## config.mk

```make
export PLATFORM = sky130hd
export DESIGN_NAME = micro_sequencer
export DESIGN_NICKNAME = d
export VERILOG_FILES = /design/src/rtl/useq_pkg.sv /design/src/rtl/useq_stack.sv /design/src/rtl/micro_sequencer.sv
export SDC_FILE = /design/constraint.sdc
export NUM_CORES = 1
export LEC_CHECK = 0
export ABC_AREA = 0
export CORE_MARGIN = 2
export CORE_UTILIZATION = 45
export CTS_CLUSTER_DIAMETER = 30
export DETAILED_ROUTE_END_ITERATION = 8
export PLACE_DENSITY_LB_ADDON = 0.3
export REMOVE_ABC_BUFFERS = 1
export SETUP_SLACK_MARGIN = 0.02
export SLEW_MARGIN = 20
export SYNTH_ARGS = -nofsm -noshare
export SYNTH_HDL_FRONTEND = slang
export SYNTH_HIERARCHICAL = 1
export SYNTH_SLANG_ARGS = --single-unit
```

## constraint.sdc

```tcl
create_clock -name clk -period 3.45 [get_ports clk]
set_clock_uncertainty 0.05 [all_clocks]
set_input_delay 0.69 -clock clk [delete_from_list [all_inputs] [get_ports clk]]
set_output_delay 0.69 -clock clk [all_outputs]
set_load 0.05 [all_outputs]
```

## src/rtl/useq_pkg.sv

```systemverilog
// Shared definitions for the microprogram sequencer:
// sequencing-op encodings and the control state enum.
package useq_pkg;

    typedef enum logic [3:0] {
        SEQ_CONT  = 4'd0,
        SEQ_JMP   = 4'd1,
        SEQ_MAP   = 4'd2,
        SEQ_CALL  = 4'd3,
        SEQ_RET   = 4'd4,
        SEQ_WAIT  = 4'd5,
        SEQ_HALT  = 4'd6,
        SEQ_LDCNT = 4'd7,
        SEQ_DJNZ  = 4'd8
    } seq_op_e;

    typedef enum logic [1:0] {
        ST_IDLE = 2'd0,
        ST_RUN  = 2'd1,
        ST_ERR  = 2'd2
    } state_e;

endpackage

```

## src/rtl/useq_stack.sv

```systemverilog
// Return-address LIFO for the microprogram sequencer.
// Push/pop are ignored when full/empty; the caller flags the fault.
module useq_stack #(
    parameter int DEPTH = 4,
    parameter int W     = 8
) (
    input  logic         clk,
    input  logic         reset_n,
    input  logic         i_push,
    input  logic         i_pop,
    input  logic [W-1:0] i_din,
    output logic [W-1:0] o_dout,
    output logic         o_full,
    output logic         o_empty
);

    localparam int AW = (DEPTH > 1) ? $clog2(DEPTH) : 1;
    localparam int PW = $clog2(DEPTH + 1);

    logic [W-1:0]  r_mem [DEPTH];
    logic [PW-1:0] r_sp;
    logic [AW-1:0] w_wr_idx;
    logic [AW-1:0] w_rd_idx;

    assign w_wr_idx = AW'(r_sp);
    assign w_rd_idx = AW'(r_sp - PW'(1));
    assign o_dout   = r_mem[w_rd_idx];
    assign o_full   = (r_sp == PW'(DEPTH));
    assign o_empty  = (r_sp == '0);

    // Stack pointer and storage; reset leaves the stack empty.
    always_ff @(posedge clk or negedge reset_n) begin
        if (!reset_n) begin
            r_sp <= '0;
            for (int i = 0; i < DEPTH; i++) begin
                r_mem[i] <= '0;
            end
        end else if (i_push && !o_full) begin
            r_mem[w_wr_idx] <= i_din;
            r_sp            <= r_sp + PW'(1);
        end else if (i_pop && !o_empty) begin
            r_sp <= r_sp - PW'(1);
        end
    end

endmodule

```

## src/rtl/micro_sequencer.sv

```systemverilog
// Microprogram sequencer: registered micro-address for a combinational ROM.
// Define USEQ_LOOP_EN to add the LDCNT/DJNZ loop counter.
module micro_sequencer
    import useq_pkg::*;
#(
    parameter int IR_W        = 8,
    parameter int UADDR_W     = 8,
    parameter int MAP_SHIFT   = 3,
    parameter int NCOND       = 4,
    parameter int STACK_DEPTH = 4,
    parameter int CNT_W       = 8
) (
    input  logic                     clk,
    input  logic                     reset_n,
    input  logic                     start,
    input  logic [IR_W-1:0]          ir,
    input  logic [NCOND-1:0]         cond_in,
    input  logic [3:0]               seq_op,
    input  logic [$clog2(NCOND)-1:0] cond_sel,
    input  logic                     cond_pol,
    input  logic [UADDR_W-1:0]       jump_addr,
    output logic [UADDR_W-1:0]       upc,
    output logic                     busy,
    output logic                     done,
    output logic                     stack_err
);

    localparam int SW = $clog2(NCOND);
    localparam int CW = SW + 1;
    localparam int MW = IR_W + MAP_SHIFT;

    state_e               r_state;
    logic [UADDR_W-1:0]   r_upc;
    logic                 r_busy;
    logic                 r_done;
    logic                 r_err;

    logic                 w_sel_ok;
    logic                 w_c;
    logic [UADDR_W-1:0]   w_inc;
    logic [MW-1:0]        w_map_full;
    logic [UADDR_W-1:0]   w_map;
    logic [UADDR_W-1:0]   w_next;
    logic                 w_push;
    logic                 w_pop;
    logic                 w_fault;
    logic                 w_halt;
    logic [UADDR_W-1:0]   w_top;
    logic                 w_full;
    logic                 w_empty;

`ifdef USEQ_LOOP_EN
    logic [CNT_W-1:0]     r_cnt;
    logic [CNT_W-1:0]     w_cnt_dec;
    logic                 w_cnt_ld;
    logic                 w_cnt_dn;
    assign w_cnt_dec = r_cnt - CNT_W'(1);
`endif

    assign w_sel_ok   = ({1'b0, cond_sel} < CW'(NCOND));
    assign w_c        = w_sel_ok ? (cond_in[cond_sel] ^ cond_pol)
                                 : cond_pol;
    assign w_inc      = r_upc + UADDR_W'(1);
    assign w_map_full = {ir, {MAP_SHIFT{1'b0}}};
    assign w_map      = UADDR_W'(w_map_full);

    assign upc        = r_upc;
    assign busy       = r_busy;
    assign done       = r_done;
    assign stack_err  = r_err;

    useq_stack #(
        .DEPTH (STACK_DEPTH),
        .W     (UADDR_W)
    ) u_stack (
        .clk     (clk),
        .reset_n (reset_n),
        .i_push  (w_push),
        .i_pop   (w_pop),
        .i_din   (w_inc),
        .o_dout  (w_top),
        .o_full  (w_full),
        .o_empty (w_empty)
    );

    // Decode the current microword into the next micro-address.
    always_comb begin
        w_next  = r_upc;
        w_push  = 1'b0;
        w_pop   = 1'b0;
        w_fault = 1'b0;
        w_halt  = 1'b0;
`ifdef USEQ_LOOP_EN
        w_cnt_ld = 1'b0;
        w_cnt_dn = 1'b0;
`endif
        if (r_state == ST_RUN) begin
            case (seq_op)
                SEQ_JMP:  w_next = w_c ? jump_addr : w_inc;
                SEQ_MAP:  w_next = w_map;
                SEQ_CALL: begin
                    if (!w_c) begin
                        w_next = w_inc;
                    end else if (w_full) begin
                        w_fault = 1'b1;
                    end else begin
                        w_push = 1'b1;
                        w_next = jump_addr;
                    end
                end
                SEQ_RET: begin
                    if (w_empty) begin
                        w_fault = 1'b1;
                    end else begin
                        w_pop  = 1'b1;
                        w_next = w_top;
                    end
                end
                SEQ_WAIT: w_next = w_c ? w_inc : r_upc;
                SEQ_HALT: begin
                    w_next = '0;
                    w_halt = 1'b1;
                end
`ifdef USEQ_LOOP_EN
                SEQ_LDCNT: begin
                    w_cnt_ld = 1'b1;
                    w_next   = w_inc;
                end
                SEQ_DJNZ: begin
                    w_next = w_inc;
                    if (r_cnt != '0) begin
                        w_cnt_dn = 1'b1;
                        if (w_cnt_dec != '0) begin
                            w_next = jump_addr;
                        end
                    end
                end
`endif
                default:  w_next = w_inc;
            endcase
        end
    end

    // Control FSM with registered upc, busy, done and sticky error.
    always_ff @(posedge clk or negedge reset_n) begin
        if (!reset_n) begin
            r_state <= ST_IDLE;
            r_upc   <= '0;
            r_busy  <= 1'b0;
            r_done  <= 1'b0;
            r_err   <= 1'b0;
`ifdef USEQ_LOOP_EN
            r_cnt   <= '0;
`endif
        end else begin
            r_done <= w_halt;
            case (r_state)
                ST_IDLE: begin
                    if (start) begin
                        r_state <= ST_RUN;
                        r_busy  <= 1'b1;
                        r_upc   <= '0;
                    end
                end
                ST_RUN: begin
                    r_upc <= w_next;
                    if (w_fault) begin
                        r_state <= ST_ERR;
                        r_busy  <= 1'b0;
                        r_err   <= 1'b1;
                    end else if (w_halt) begin
                        r_state <= ST_IDLE;
                        r_busy  <= 1'b0;
                    end
`ifdef USEQ_LOOP_EN
                    if (w_cnt_ld) begin
                        r_cnt <= CNT_W'(jump_addr);
                    end else if (w_cnt_dn) begin
                        r_cnt <= w_cnt_dec;
                    end
`endif
                end
                default: begin
                    r_state <= ST_ERR;
                end
            endcase
        end
    end

endmodule

```

==> PnR_summary.wiki, run 1 <==
{| class="wikitable"
! Metric !! Value
|-
| Quantity of I/O buffers inserted on ports || 37
|-
| Biggest fanout along the worst timing path || 8
|-
| Number of distinct library cells after synthesis || 51
|-
| Die span in y || 83.7 um
|-
| Most common flop cell mapped by yosys || dfrtp_1
|-
| Hold Vio Cnt, Final || 0
|-
| Number of global-route vias before repair || 2022
|-
| Final estimated routing congestion in global placement || 0.839
|-
| Worst path required time || 3.59 ns
|-
| Initial Utilization || 0.458
|-
| NumNets Final || 312
|-
| Outcome || completed
|-
| Tightest slew margin relative to the limit || 0.592
|-
| Number of cells in the design after placement || 345
|-
| Residual antenna-violating net count after detailed routing || 0
|-
| Synthesized netlist cell count || 232
|-
| Power Internal || 862 uW
|-
| Overflow after GRT || 0
|-
| Switching Fraction || 0.265
|-
| Number of diodes || 0
|-
| Number of detailed-route iterations in the first pass || 4
|-
| Total routed wirelength || 5.95 mm
|-
| Initial drt markers || 63
|-
| Worst Path Class, Setup || primary input to flip-flop
|-
| Worst-Skew Late Latency || 0.31 ns
|-
| Final critical delay including setup and external delays || 3.07 ns
|-
| Synth Area per Inst || 12.3 sq um
|-
| Logic pwr share || 0.146
|-
| Area delta synth->final || 20.9%
|-
| Average routed wire per standard cell || 16.8 um
|-
| Fraction of the cycle the final worst path needs || 0.889
|-
| Post-placement worst setup slack || 0.0462 ns
|-
| Maximum root-to-sink buffer count || 2
|-
| Clock tree from TritonCTS || built
|-
| Static power due to leakage || 0.00156 uW
|-
| Non-filler cells in the finished layout || 353
|-
| Crit path max-delay family || multiplexers
|-
| Proportion of synthesized flip-flops having asynchronous set or reset || 1.00
|-
| Area of the placeable core || 0.00624 sq mm
|-
| Number of maximum-capacitance constraint violations || 0
|-
| Final number of setup-violating endpoints || 0
|-
| TritonCTS Sinks || 48
|-
| Fraction of post-synthesis cell area in the top cell type by area || 0.420
|-
| Number of placed I/O pins || 41
|-
| Cell with the biggest individual delay on the critical path || mux4_2
|-
| Detailed placer's ending HPWL || 4.32 mm
|-
| Number of slew-limit violations in the final report || 0
|-
| Transition at the pin with the smallest max-transition slack || 0.612 ns
|-
| CTS buffer count || 5
|-
| Fraction of power consumed by sequential logic || 0.493
|-
| Slowest Stage Delay on Critical Path || 0.55 ns
|-
| Cell types occupying the most area after synthesis || dfrtp_1 (42%), mux2_4 (13%), mux4_2 (7.1%), mux2_2 (3.2%), ha_1 (3.1%)
|-
| Die width || 83.7 um
|-
| Antenna violations before repair || 0
|-
| Buf/Inv on CP || 2
|-
| Clock network power share || 0.360
|-
| Post-synthesis register bit count || 48
|-
| CP Cell Sequence || clkdlybuf4s50_1 -> mux4_2 -> xnor2_1 -> nor4_1 -> a21boi_4 -> buf_12 -> nand2_8 -> mux2_4
|-
| CP Launch Type || primary input
|-
| Placement Rows || 29
|-
| Pin count of the biggest net entering global routing || 49
|-
| Maximum vdd drop || 0.232 mV
|-
| Critical path capture point type || flip-flop
|-
| Post-synth top area cell || dfrtp_1
|-
| Total of warnings raised by yosys || 6
|-
| Reg-to-reg startpoint || u_stack/r_sp[0]$_DFFE_PN0P_
|-
| Count of flip-flops with a built-in enable after synthesis || 0
|-
| Fraction of final layout cells with drive strength greater than 1 || 0.246
|-
| Post-CTS Hold Fix Bufs || 0
|-
| Class of the most critical hold timing path || primary input to async pin
|-
| Unrepaired setup endpoints after global routing || no
|-
| Vias per cell || 5.54
|-
| Cell chosen for the clock root || clkbuf_8
|-
| First-pass GRT wire length || 10.1 mm
|-
| Total global routing track utilization || 0.182
|-
| Sequential element share of the synthesized area || 0.420
|-
| Detailed-route DRC error count || 0
|-
| Vias || 1957
|-
| Cts repair resizes || 0
|-
| Reg2Reg Depth || 9
|-
| Setup slack after layout || 0.383 ns
|-
| Post-synthesis instance area || 0.00286 sq mm
|-
| Critical register-to-register path endpoint || u_stack/r_mem[3]$_DFFE_PN0P_
|-
| Maximum achievable frequency || 0.326 GHz
|-
| Power spent charging and discharging nets || 310 uW
|-
| H-tree levels || 2
|-
| Worst-path clk slew || 0.09 ns
|-
| Post-CTS setup-driven buffer insertion count || 0
|-
| Worst path arrival time || 3.21 ns
|-
| Register-to-Register Setup Slack || 0.80 ns
|-
| Power density over the cells || 339 mW/mm^2
|-
| Die area || 0.00700 sq mm
|-
| Setup TNS || 0 ns
|}
-- cell type report --
type / instances / area [sq um]
fillers: 555 / 2790
multi-input cells: 163 / 1560
inverters: 13 / 48.8
repair buffers: 44 / 433
flip-flops and latches: 48 / 1200
clock buffers: 5 / 68.8
well taps: 77 / 96.3
clock inverters: 3 / 47.5
-- layout by cell type, fill, tap and decap left out, drive strengths merged, types with 2 or more instances in the layout --
cell and instances:
dfrtp 48, clkdlybuf4s50 36, mux2 32, inv 13
a21oi 13, nand2 13, mux4 9, o21ai 9
nor2 8, buf 8, ha 7, xnor2 6
nand2b 6, a22o 6, clkbuf 5, nand3 4
nor3 4, nor4 4, xor2 3, nand3b 3
nor2b 3, a2bb2oi 3, o211ai 3, a32o 3
a22oi 2, a221o 2, clkinv 2, or3 2
and2b 2, or2 2
-- kinds of logic after synthesis --
group | count (synthesis) | share of synthesized area
flops | 48 | 0.420
compound gates | 49 | 0.127
fa+ha+maj | 7 | 0.0307
buf+inv | 21 | 0.0337
mux | 41 | 0.229
simple gates | 57 | 0.132
xor+xnor | 9 | 0.0276
-- routing by layer --
metal,vias up,GRT usage,share of wire
met1,970,0.237,0.45
met4,0,0.0572,0.012
met3,4,0.0326,0.036
met5,-,0,0
li1,940,-,-
met2,43,0.310,0.50
-- worst max-delay path by stage --
stage | start | end | slack [ns] | depth (start not counted)
floorplan | cond_sel[0] | u_stack/r_mem[10]$_DFFE_PN0P_ | 0.43 | 6
global placement | cond_sel[0] | u_stack/r_mem[0]$_DFFE_PN0P_ | 0.09 | 8
detailed placement | cond_sel[0] | u_stack/r_mem[3]$_DFFE_PN0P_ | 0.05 | 8
CTS | cond_sel[0] | u_stack/r_mem[3]$_DFFE_PN0P_ | 0.37 | 8
global route | cond_sel[0] | u_stack/r_mem[30]$_DFFE_PN0P_ | 0.24 | 8
finish | cond_sel[0] | u_stack/r_mem[3]$_DFFE_PN0P_ | 0.38 | 8
-- worst reg2reg max path, cell delays in order, from the launching register on --
cell,delay (ns)
dfrtp_1,0.33
buf_4,0.24
inv_1,0.12
ha_1,0.26
and2_1,0.19
nor4_1,0.45
a21boi_4,0.32
buf_12,0.17
nand2_8,0.10
mux2_4,0.32
-- cell usage after synthesis, types with 2 or more instances --
| master | number |
|---|---|
| mux2_2 | 8 |
| nand2b_1 | 6 |
| dfrtp_1 | 48 |
| nand2_1 | 9 |
| a21oi_1 | 13 |
| ha_1 | 7 |
| a32o_1 | 2 |
| o21ai_0 | 9 |
| mux4_2 | 9 |
| nand3_1 | 4 |
| mux2_4 | 24 |
| a221o_1 | 2 |
| xnor2_1 | 6 |
| a2bb2oi_1 | 3 |
| or3_1 | 2 |
| a22o_1 | 6 |
| a22oi_1 | 2 |
| nand2_8 | 3 |
| xor2_1 | 3 |
| nor3_1 | 4 |
| inv_1 | 13 |
| nor2_1 | 8 |
| nand3b_1 | 3 |
| nor2b_1 | 3 |
| nor4_1 | 3 |
| o211ai_1 | 2 |
| clkbuf_1 | 6 |
-- registers in the layout (all words and copies together) (netlist names) --
signal         count
upc                8
done               1
busy               1
r_state            2
u_stack/r_mem     32
stack_err          1
u_stack/r_sp       3
-- power groups by stage --
stage / registers, uW / logic, uW / clock network, uW
after detailed placement: 590 / 171 / 0
after CTS: 579 / 172 / 434
final: 579 / 172 / 422
after global routing: 580 / 186 / 454
after global placement: 590 / 171 / 0
after floorplan: 613 / 62.7 / 0
-- metrics by stage --
| stage | power [uW] | hold WS [ns] | cell area [sq um] | util |
|---|---|---|---|---|
| floorplan | 676 | 0.344 | 2810 | - |
| global placement | 760 | 0.396 | 3340 | 0.534 |
| detailed placement | 761 | 0.404 | 3340 | 0.534 |
| CTS | 1180 | 0.425 | 3450 | 0.553 |
| global route | 1220 | 0.380 | 3450 | 0.554 |
| finish | 1170 | 0.341 | 3450 | 0.554 |
No activity file was read; power rests on OpenSTA's default activity.
==> run 2: changes to the inputs <==
--- a/config.mk
+++ b/config.mk
@@ -13,6 +13,7 @@
 export PLACE_DENSITY_LB_ADDON = 0.3
 export REMOVE_ABC_BUFFERS = 1
 export SETUP_SLACK_MARGIN = 0.02
+export SKIP_LAST_GASP = 1
 export SLEW_MARGIN = 20
 export SYNTH_ARGS = -nofsm -noshare
 export SYNTH_HDL_FRONTEND = slang
==> results of run 2 <==
Same layout as run 1: the final DEF is identical, and so are final timing and power.
==> run 3: changes to the inputs <==
--- a/config.mk
+++ b/config.mk
@@ -6,11 +6,12 @@
 export NUM_CORES = 1
 export LEC_CHECK = 0
 export ABC_AREA = 0
+export CORE_ASPECT_RATIO = 1.1
 export CORE_MARGIN = 2
 export CORE_UTILIZATION = 45
 export CTS_CLUSTER_DIAMETER = 30
 export DETAILED_ROUTE_END_ITERATION = 8
-export PLACE_DENSITY_LB_ADDON = 0.3
+export PLACE_DENSITY = 0.68
 export REMOVE_ABC_BUFFERS = 1
 export SETUP_SLACK_MARGIN = 0.02
 export SKIP_LAST_GASP = 1
==> run 3 against run 2 <==
Power decreased by 5.6%; utilization is 0.52 points higher; hold slack improved by 0.0040 ns; register-to-register slack gained 0.21 ns; cell area shrank 0.43%; critical path type unchanged; critical endpoint is now u_stack/r_mem[4]$_DFFE_PN0P_; largest power group unchanged.
==> PnR_summary.wiki, run 3 (synthesized netlist as in run 1, its figures left out) <==
{| class="wikitable"
! Metric !! Value
|-
| Outcome || completed
|-
| Fillers || 537 (-3.2%)
|-
| Number of detailed-route iterations in the first pass || 4 (unchanged)
|-
| Vias || 1955 (-0.10%)
|-
| Final critical delay including setup and external delays || 3.09 ns (+0.0254 ns)
|-
| Critical register-to-register path endpoint || u_stack/r_mem[4]$_DFFE_PN0P_
|-
| Vias per cell || 5.46 (-1.5%)
|-
| Area delta synth->final || 20.4%
|-
| Biggest fanout along the worst timing path || 8 (unchanged)
|-
| Die span in y || 87.6 um (+4.6%)
|-
| Final number of setup-violating endpoints || 0 (unchanged)
|-
| Antenna violations before repair || 0 (unchanged)
|-
| H-tree levels || 2 (unchanged)
|-
| Power Internal || 794 uW (-7.9%)
|-
| Setup slack after layout || 0.358 ns (-0.0254 ns)
|-
| Most common cell after layout, fill and taps aside || dfrtp_1
|-
| Leading cell types in the layout, fill and taps excluded || dfrtp_1 (48), clkdlybuf4s50_1 (36), mux2_4 (24), inv_1 (13), a21oi_1 (13)
|-
| Power spent charging and discharging nets || 313 uW (+0.88%)
|-
| Register name with the most flops || u_stack/r_mem
|-
| Maximum root-to-sink buffer count || 2 (unchanged)
|-
| Placement Rows || 30 (+3.4%)
|-
| Cell chosen for the clock root || clkbuf_8
|-
| Reg-to-reg startpoint || u_stack/r_sp[1]$_DFFE_PN0P_
|-
| Clock network power share || 0.320 (-0.040)
|-
| Hold Vio Cnt, Final || 0 (unchanged)
|-
| Worst Path Class, Setup || primary input to flip-flop
|-
| Detailed-route DRC error count || 0 (unchanged)
|-
| Worst path arrival time || 3.23 ns (+0.02 ns)
|-
| Number of slew-limit violations in the final report || 0 (unchanged)
|-
| Class of the most critical hold timing path || primary input to async pin
|-
| Number of global-route vias before repair || 2042 (+0.99%)
|-
| Number of diodes || 0 (unchanged)
|-
| CTS buffer count || 5 (unchanged)
|-
| Pin count of the biggest net entering global routing || 49 (unchanged)
|-
| Unrepaired setup endpoints after global routing || no
|-
| Maximum vdd drop || 0.187 mV (-19%)
|-
| Tightest slew margin relative to the limit || 0.593 (about the same)
|-
| Fraction of final layout cells with drive strength greater than 1 || 0.252 (+0.00542)
|-
| Die area || 0.00700 sq mm (about the same)
|-
| Worst-path clk slew || 0.10 ns (about the same)
|-
| Fraction of the cycle the final worst path needs || 0.896 (+0.00736)
|-
| Maximum achievable frequency || 0.323 GHz (-0.82%)
|-
| Area of the placeable core || 0.00616 sq mm (-1.4%)
|-
| Worst-Skew Late Latency || 0.30 ns (about the same)
|-
| TritonCTS Sinks || 48 (unchanged)
|-
| CP Launch Type || primary input
|-
| Post-placement worst setup slack || 0.0523 ns (+0.00616 ns)
|-
| Critical path capture point type || flip-flop
|-
| Clock tree from TritonCTS || built
|-
| Transition at the pin with the smallest max-transition slack || 0.611 ns (-0.000709 ns)
|-
| Cts repair resizes || 0 (unchanged)
|-
| Die width || 80.0 um (-4.4%)
|-
| Number of flip-flops in the largest register || 32 (unchanged)
|-
| Residual antenna-violating net count after detailed routing || 0 (unchanged)
|-
| Total global routing track utilization || 0.183 (+0.000331)
|-
| Static power due to leakage || 0.00156 uW (-0.10%)
|-
| Power density over the cells || 322 mW/mm^2 (-5.2%)
|-
| Number of maximum-capacitance constraint violations || 0 (unchanged)
|-
| Fraction of power consumed by sequential logic || 0.523 (+0.030)
|-
| Final estimated routing congestion in global placement || 0.797 (-4.9%)
|-
| Quantity of I/O buffers inserted on ports || 37 (unchanged)
|-
| Detailed placer's ending HPWL || 4.34 mm (+0.45%)
|-
| Post-CTS Hold Fix Bufs || 0 (unchanged)
|-
| Total routed wirelength || 5.93 mm (-0.25%)
|-
| Reg2Reg Depth || 8 (-1)
|-
| Post-CTS setup-driven buffer insertion count || 0 (unchanged)
|-
| Register-to-Register Setup Slack || 1.01 ns (+0.21 ns)
|-
| NumNets Final || 314 (+0.64%)
|-
| Overflow after GRT || 0 (unchanged)
|-
| Initial Utilization || 0.464 (+0.00633)
|-
| Number of placed I/O pins || 41 (unchanged)
|-
| Average routed wire per standard cell || 16.6 um (-1.6%)
|-
| Switching Fraction || 0.283 (+0.0181)
|-
| Minimum hold slack || 0.345 ns (+0.00402 ns)
|-
| Logic pwr share || 0.157 (+0.011)
|-
| Initial drt markers || 46 (-27%)
|-
| First-pass GRT wire length || 10.0 mm (-0.82%)
|-
| Worst path required time || 3.59 ns (about the same)
|-
| Setup TNS || 0 ns (unchanged)
|}
## run 3: cell types whose count changed in the layout (fill, tap and decap cells not counted)
cell / delta
clkinv_4: -1
buf_12: -1
buf_4: +3
inv_6: +2
bufinv_16: -1
## run 3: how the worst max path moves through the flow
stage | start | endpoint | slack, ns | depth (start not counted)
global route | cond_sel[0] | u_stack/r_mem[1]$_DFFE_PN0P_ | 0.25 | 8
detailed placement | cond_sel[0] | u_stack/r_mem[3]$_DFFE_PN0P_ | 0.05 | 8
CTS | cond_sel[0] | u_stack/r_mem[2]$_DFFE_PN0P_ | 0.37 | 8
global placement | cond_sel[0] | u_stack/r_mem[0]$_DFFE_PN0P_ | 0.11 | 8
floorplan | cond_sel[0] | u_stack/r_mem[10]$_DFFE_PN0P_ | 0.43 | 6
finish | cond_sel[0] | u_stack/r_mem[4]$_DFFE_PN0P_ | 0.36 | 8
## run 3: through the flow
| stage | util | instance area [sq um] | cells | total power [uW] |
|---|---|---|---|---|
| floorplan | - | 2810 | 224 | 676 |
| global placement | 0.543 | 3340 | 350 | 762 |
| detailed placement | 0.543 | 3340 | 350 | 764 |
| CTS | 0.558 | 3440 | 358 | 1120 |
| global route | 0.559 | 3440 | 358 | 1160 |
| finish | 0.559 | 3440 | 358 | 1110 |
## run 3: layout make-up
cell class                 count  area [sq um]  area share
clock buffer                   5          68.8      0.0200
clock inverter                 3          26.3     0.00764
inverter                      13          48.8      0.0142
multi-input combinational    163          1560       0.453
sequential                    48          1200       0.349
tap                           80           100      0.0291
timing repair buffer          46           435       0.127
## run 3: critical path, cell delays in order
cell and delay (ns):
clkdlybuf4s50_1 0.49, mux4_2 0.55, xnor2_1 0.17, nor4_1 0.39
a21boi_4 0.30, buf_4 0.20, nand2_8 0.10, mux2_4 0.32
## run 3: power by group through the flow
| stage | logic [uW] | clock network (uW) | registers [uW] |
|---|---|---|---|
| 2_1_floorplan | 62.7 | 0 | 613 |
| 3_5_place_dp | 173 | 0 | 590 |
| 6_report | 174 | 354 | 579 |
| 4_1_cts | 175 | 370 | 579 |
| 3_3_place_gp | 172 | 0 | 590 |
| 5_1_grt | 191 | 389 | 580 |
## run 3: layer usage
layer  vias up  global-route usage  routed length, um
met5         -                   0                  0
met4         0              0.0447                 38
met3         2              0.0309                247
met2        43               0.319               2980
met1       966               0.237               2670
li1        944                   -                  -
